**config.mk**
```make
export PLATFORM = sky130hd
export DESIGN_NAME = seq_loader
export DESIGN_NICKNAME = d
export VERILOG_FILES = /design/src/rtl/seq_loader_pkg.sv /design/src/rtl/seq_loader_wptr.sv /design/src/rtl/seq_loader.sv
export SDC_FILE = /design/constraint.sdc
export NUM_CORES = 1
export LEC_CHECK = 0
export CORE_MARGIN = 2
export CORE_UTILIZATION = 38
export DETAILED_ROUTE_END_ITERATION = 7
export PLACE_DENSITY = 0.71
export SKIP_CTS_REPAIR_TIMING = 1
export SYNTH_ARGS = -nofsm -noshare
export SYNTH_HDL_FRONTEND = slang
export SYNTH_SLANG_ARGS = --single-unit
export TNS_END_PERCENT = 5
```
**constraint.sdc**
```tcl
create_clock -name clk -period 1.4 [get_ports clk]
set_clock_uncertainty 0.05 [all_clocks]
set_input_delay 0.14 -clock clk [delete_from_list [all_inputs] [get_ports clk]]
set_output_delay 0.14 -clock clk [all_outputs]
set_load 0.005 [all_outputs]
```
**src/rtl/seq_loader_pkg.sv**
```systemverilog
// Shared loader/control-path definitions: FSM state encoding and the default
// element and address widths also used by the datapath.
package seq_loader_pkg;

  localparam int DEF_DATA_W = 16;
  localparam int DEF_ADDR_W = 8;

  typedef enum logic [2:0] {
    S_IDLE     = 3'd0,
    S_LOAD     = 3'd1,
    S_LAUNCH   = 3'd2,
    S_WAIT_ACK = 3'd3,
    S_RUN      = 3'd4
  } state_t;

endpackage

```
**src/rtl/seq_loader_wptr.sv**
```systemverilog
// Score-memory write pointer: increments per accepted element, clears at the
// end of a sequence, and flags when the next write lands in the last word.
module seq_loader_wptr #(
  parameter int ADDR_W = 8
) (
  input  logic              clk,
  input  logic              reset,
  input  logic              inc,
  input  logic              clr,
  output logic [ADDR_W-1:0] wptr,
  output logic              at_max
);

  always_ff @(posedge clk or negedge reset) begin
    if (!reset)   wptr <= '0;
    else if (clr) wptr <= '0;
    else if (inc) wptr <= wptr + 1'b1;
  end

  assign at_max = &wptr;

endmodule

```
**src/rtl/seq_loader.sv**
```systemverilog
// Streams one sequence into the score memory, launches the control path with a
// single start pulse and holds off input until the control path finishes.
module seq_loader
  import seq_loader_pkg::*;
#(
  parameter int DATA_W  = DEF_DATA_W,
  parameter int ADDR_W  = DEF_ADDR_W,
  parameter int TIMEOUT = 15
) (
  input  logic              clk,
  input  logic              reset,
  input  logic              in_valid,
  input  logic [DATA_W-1:0] in_data,
  input  logic              in_last,
  output logic              in_ready,
  output logic              mem_we,
  output logic [ADDR_W-1:0] mem_addr,
  output logic [DATA_W-1:0] mem_wdata,
  output logic [ADDR_W:0]   seq_len,
  output logic              start,
  input  logic              cp_done,
  output logic              busy,
  output logic              err
);

  localparam int TCNT_W = $clog2(TIMEOUT + 1);
  localparam logic [TCNT_W-1:0] TCNT_LAST = TCNT_W'(TIMEOUT - 1);

  state_t              state, state_nxt;
  logic [ADDR_W-1:0]   wptr;
  logic                at_max;
  logic                hs;
  logic                wptr_inc, wptr_clr, len_load, err_set;
  logic                tcnt_clr, tcnt_inc;
  logic [TCNT_W-1:0]   tcnt;

  seq_loader_wptr #(.ADDR_W(ADDR_W)) u_wptr (
    .clk    (clk),
    .reset  (reset),
    .inc    (wptr_inc),
    .clr    (wptr_clr),
    .wptr   (wptr),
    .at_max (at_max)
  );

  assign in_ready  = (state == S_IDLE) || (state == S_LOAD);
  assign hs        = in_valid & in_ready;
  assign mem_we    = hs;
  assign mem_addr  = wptr;
  assign mem_wdata = in_data;

  always_ff @(posedge clk or negedge reset) begin
    if (!reset) begin
      state   <= S_IDLE;
      seq_len <= '0;
      tcnt    <= '0;
      err     <= 1'b0;
    end else begin
      state <= state_nxt;
      // wptr+1 in ADDR_W+1 bits saturates naturally at 2**ADDR_W
      if (len_load) seq_len <= {1'b0, wptr} + (ADDR_W + 1)'(1);
      if (tcnt_clr)      tcnt <= '0;
      else if (tcnt_inc) tcnt <= tcnt + 1'b1;
      if (err_set) err <= 1'b1;
    end
  end

  always_comb begin
    state_nxt = state;
    busy      = 1'b0;
    start     = 1'b0;
    wptr_inc  = 1'b0;
    wptr_clr  = 1'b0;
    len_load  = 1'b0;
    err_set   = 1'b0;
    tcnt_clr  = 1'b0;
    tcnt_inc  = 1'b0;
    case (state)
      S_IDLE, S_LOAD: begin
        busy = (state == S_LOAD);
        if (hs) begin
          wptr_inc = 1'b1;
          // A full buffer without in_last is closed out as if it were last
          if (in_last || at_max) begin
            wptr_clr  = 1'b1;
            len_load  = 1'b1;
            err_set   = !in_last;
            state_nxt = S_LAUNCH;
          end else begin
            state_nxt = S_LOAD;
          end
        end
      end
      S_LAUNCH: begin
        busy      = 1'b1;
        start     = 1'b1;
        tcnt_clr  = 1'b1;
        state_nxt = S_WAIT_ACK;
      end
      S_WAIT_ACK: begin
        busy = 1'b1;
        if (!cp_done) begin
          state_nxt = S_RUN;
        end else if (tcnt == TCNT_LAST) begin
          err_set   = 1'b1;
          state_nxt = S_IDLE;
        end else begin
          tcnt_inc = 1'b1;
        end
      end
      S_RUN: begin
        busy = 1'b1;
        if (cp_done) state_nxt = S_IDLE;
      end
      default: state_nxt = S_IDLE;
    endcase
  end

endmodule
```
==> metrics.md, run 1 <==
| Metric | Value |
|---|---|
| Status | `finished with violations` |
| Failing checks | `setup timing` |
| Post-synth top area share | `a little over two fifths` |
| Rel. slew slack | `between 70% and 80%` |
| CTS tree | `built` |
| PwrDens | `between 1500 and 2000 nW/um^2` |
| Mapped Cells | `148` |
| Pin count of the biggest net entering global routing | `26` |
| Core ar. | `3630 sq um` |
| Count of state elements after synthesis | `25` |
| DRT Wirelength | `~3100 um` |
| Max-Cap Viols | `0` |
| Vias in the first global route | `about 1.2k` |
| Clock Pin Slew Worst Setup and Hold Paths | `0.09 ns` |
| Endpoints failing hold | `0` |
| CP Capture Type | `flop` |
| PortBufs | `26` |
| Initial DRC Count | `26` |
| Gr ovfl total | `0` |
| Leak pwr | `0.947 nW` |
| Std cell rows | `22` |
| # H-tree levels | `1` |
| Vias | `1161` |
| DIE AREA | `roughly 4300 sq um` |
| Hold Path Class | `in -> async` |
| Crit path arrival time | `1.76 ns` |
| Area Growth Syn to Fin | `36.5%` |
| Die W | `about 65 um` |
| Area post-placement | `about 1800 sq um` |
| Power Total | `3.70 mW` |
| Finished Layout Cells | `roughly 240` |
| Worst Tran Pin Value | `0.315 ns` |
| Top Family by Delay on Critical Path | `simple AND/OR/NAND/NOR gates` |
| Setup TNS | `-3.13 ns` |
| CTS Buf Count | `3` |
| Unrepaired setup endpoints after global routing | `true` |
| Post-synth cell types | `34` |
| # IOs | `59` |
| Peak Freq | `between 600 and 700 MHz` |
| Reg2Reg Depth | `5` |
| Clk root buf | `clkbuf_8` |
| Critical Path RT | `~1.6 ns` |
| Crit Reg-Reg Endpoint | `u_wptr.wptr[7]` |
| Die height | `between 60 and 70 um` |
| Skew-Pair Late Insertion Delay | `between 0.2 and 0.3 ns` |
| CP max stage delay | `between 0.4 and 0.5 ns` |
| Top-count cell post-synth | `dfrtp_1` |
| Residual DRC count | `0` |
| Pins Over Slew Limit | `0` |
| Syn nets | `around 170` |
| Final Cycle Share | `115%` |
| NumNets Final | `between 200 and 250` |
| Final antenna-violating net count | `0` |
| Placed instance count | `232` |
| Average cell area after synthesis | `9.66 sq um` |
| CP Launch Type | `flop` |
| Synth async-reset ratio | `between 90% and 100%` |
| Commonest register cell after synthesis | `dfrtp_1` |
| Area contributors post-synth | `dfrtp_1, buf_4, mux2_2` |
| Antenna violations before repair | `0` |
| Worst Path Buf+Inv | `1` |
| Final setup vio count | `26` |
| Post-Syn Area | `between 1000 and 1500 sq um` |
| Share of cells above drive strength 1 | `roughly 34%` |
| Worst path depth | `5` |
| Slowest stage cell, crit path | `or3b_4` |
| Critical path, cell by cell | `or3b_4, buf_6, nor4_1, a21oi_1, o21ai_1` |
| GRT Overall Usage | `15.8%` |
| CP Max Fanout | `13` |
| Largest area contributor in the netlist | `dfrtp_1` |
| Gpl congestion | `approximately 0.78` |
| Post-Place Setup Slack | `-0.495 ns` |
| Routed len/inst | `13.2 um` |
| Post-synth EDFFs | `0` |
| Initial Utilization | `between 30% and 40%` |
| First-pass GRT wire length | `~5300 um` |
| Synth warnings | `0` |
| Final worst-path setup slack | `-0.210 ns` |
| # fillers | `roughly 340` |
| Peak VDD IR | `between 900 and 1000 uV` |
| Worst reg2reg setup slack | `-0.21 ns` |
| WS Path Type | `reg -> reg` |
| Reg2Reg Launch Point | `state[1]` |
| CP startpoint | `state[1]` |
| CTS Buffer Depth | `2` |
| Top post-synthesis cells by count | `dfrtp_1, buf_4, nand2_1, nor2_1, a21oi_1` |
| Drt first pass iters | `4` |
| Final Instance Area | `slightly below 2000 sq um` |
| Clk sinks | `25` |
| Worst setup endpoint | `u_wptr.wptr[7]` |
| DP Wirelength | `2360 um` |
| Sequential area share after synthesis | `between 40% and 50%` |
| Via density | `just under 5` |
| Final min period | `about 1.6 ns` |
| Ant diodes | `0` |
## layout by cell type (no fill, tap or decap), drive strengths merged, types with 7 or more instances in the layout
master,n
mux2,7
dlymetal6s2s,8
o21ai,12
a21oi,9
clkdlybuf4s50,15
nor2,10
dfrtp,25
nand2,17
buf,33
clkbuf,7
nand3,8
## cell type report
class	instances	area, sq um	share of cell area [%]
clock buffer	4	45.0	2.31
sequential	25	627	32.1
multi-input combinational	95	657	33.7
timing repair buffer	59	539	27.6
tap	48	60.1	3.08
inverter	5	23.8	1.22
## per-layer routing
metal | part of all wire [%] | global-route usage, %
met1 | 41 | 18.2
met2 | 52 | 27.8
met3 | 6.3 | 4.97
met4 | 1.1 | 4.95
met5 | 0 | 0
## metrics by stage
stage	hold WS [ns]	utilization, %
final	0.182	53.7
after global routing	0.198	53.7
after CTS	0.191	52.0
after detailed placement	0.230	50.7
after global placement	0.230	50.7
after floorplan	-0.206	-
## registers in the layout, summed over array words and instances, names as in the netlist
signal and flops:
err 1, seq_len 9, tcnt 4, state 3
u_wptr.wptr 8
## worst min path at each step
stage / startpoint / cells after the start / endpoint
after CTS: reset / 2 / seq_len[2]
after detailed placement: in_data[10] / 0 / mem_wdata[10]
final: reset / 2 / seq_len[2]
after global placement: in_data[10] / 0 / mem_wdata[10]
after floorplan: reset / 0 / err
after global routing: reset / 2 / seq_len[2]
## power breakdown
part / switching, mW / internal [mW]
clock network: 0.236 / 0.204
registers: 0.216 / 0.996
logic: 0.843 / 1.20
total: 1.30 / 2.40
## cell families (layout without fill, tap and decap cells)
logic type	count (synthesis)	in the layout	share of synthesized area, %
AOI/OAI and AO/OA	27	27	11.4
xor gates and xnor gates	8	8	4.90
adders and majority gates	3	3	2.62
buffers and inverters	28	68	13.6
DFF	25	25	43.7
muxes	9	9	6.91
and+or+nand+nor	48	48	16.9
No activity file was read; power rests on OpenSTA's default activity.
==> inputs of run 2 (changes only) <==
Settings changed: RECOVER_POWER from default to 25.
==> results of run 2 <==
Final layout, timing and power as in run 1 (identical DEF).
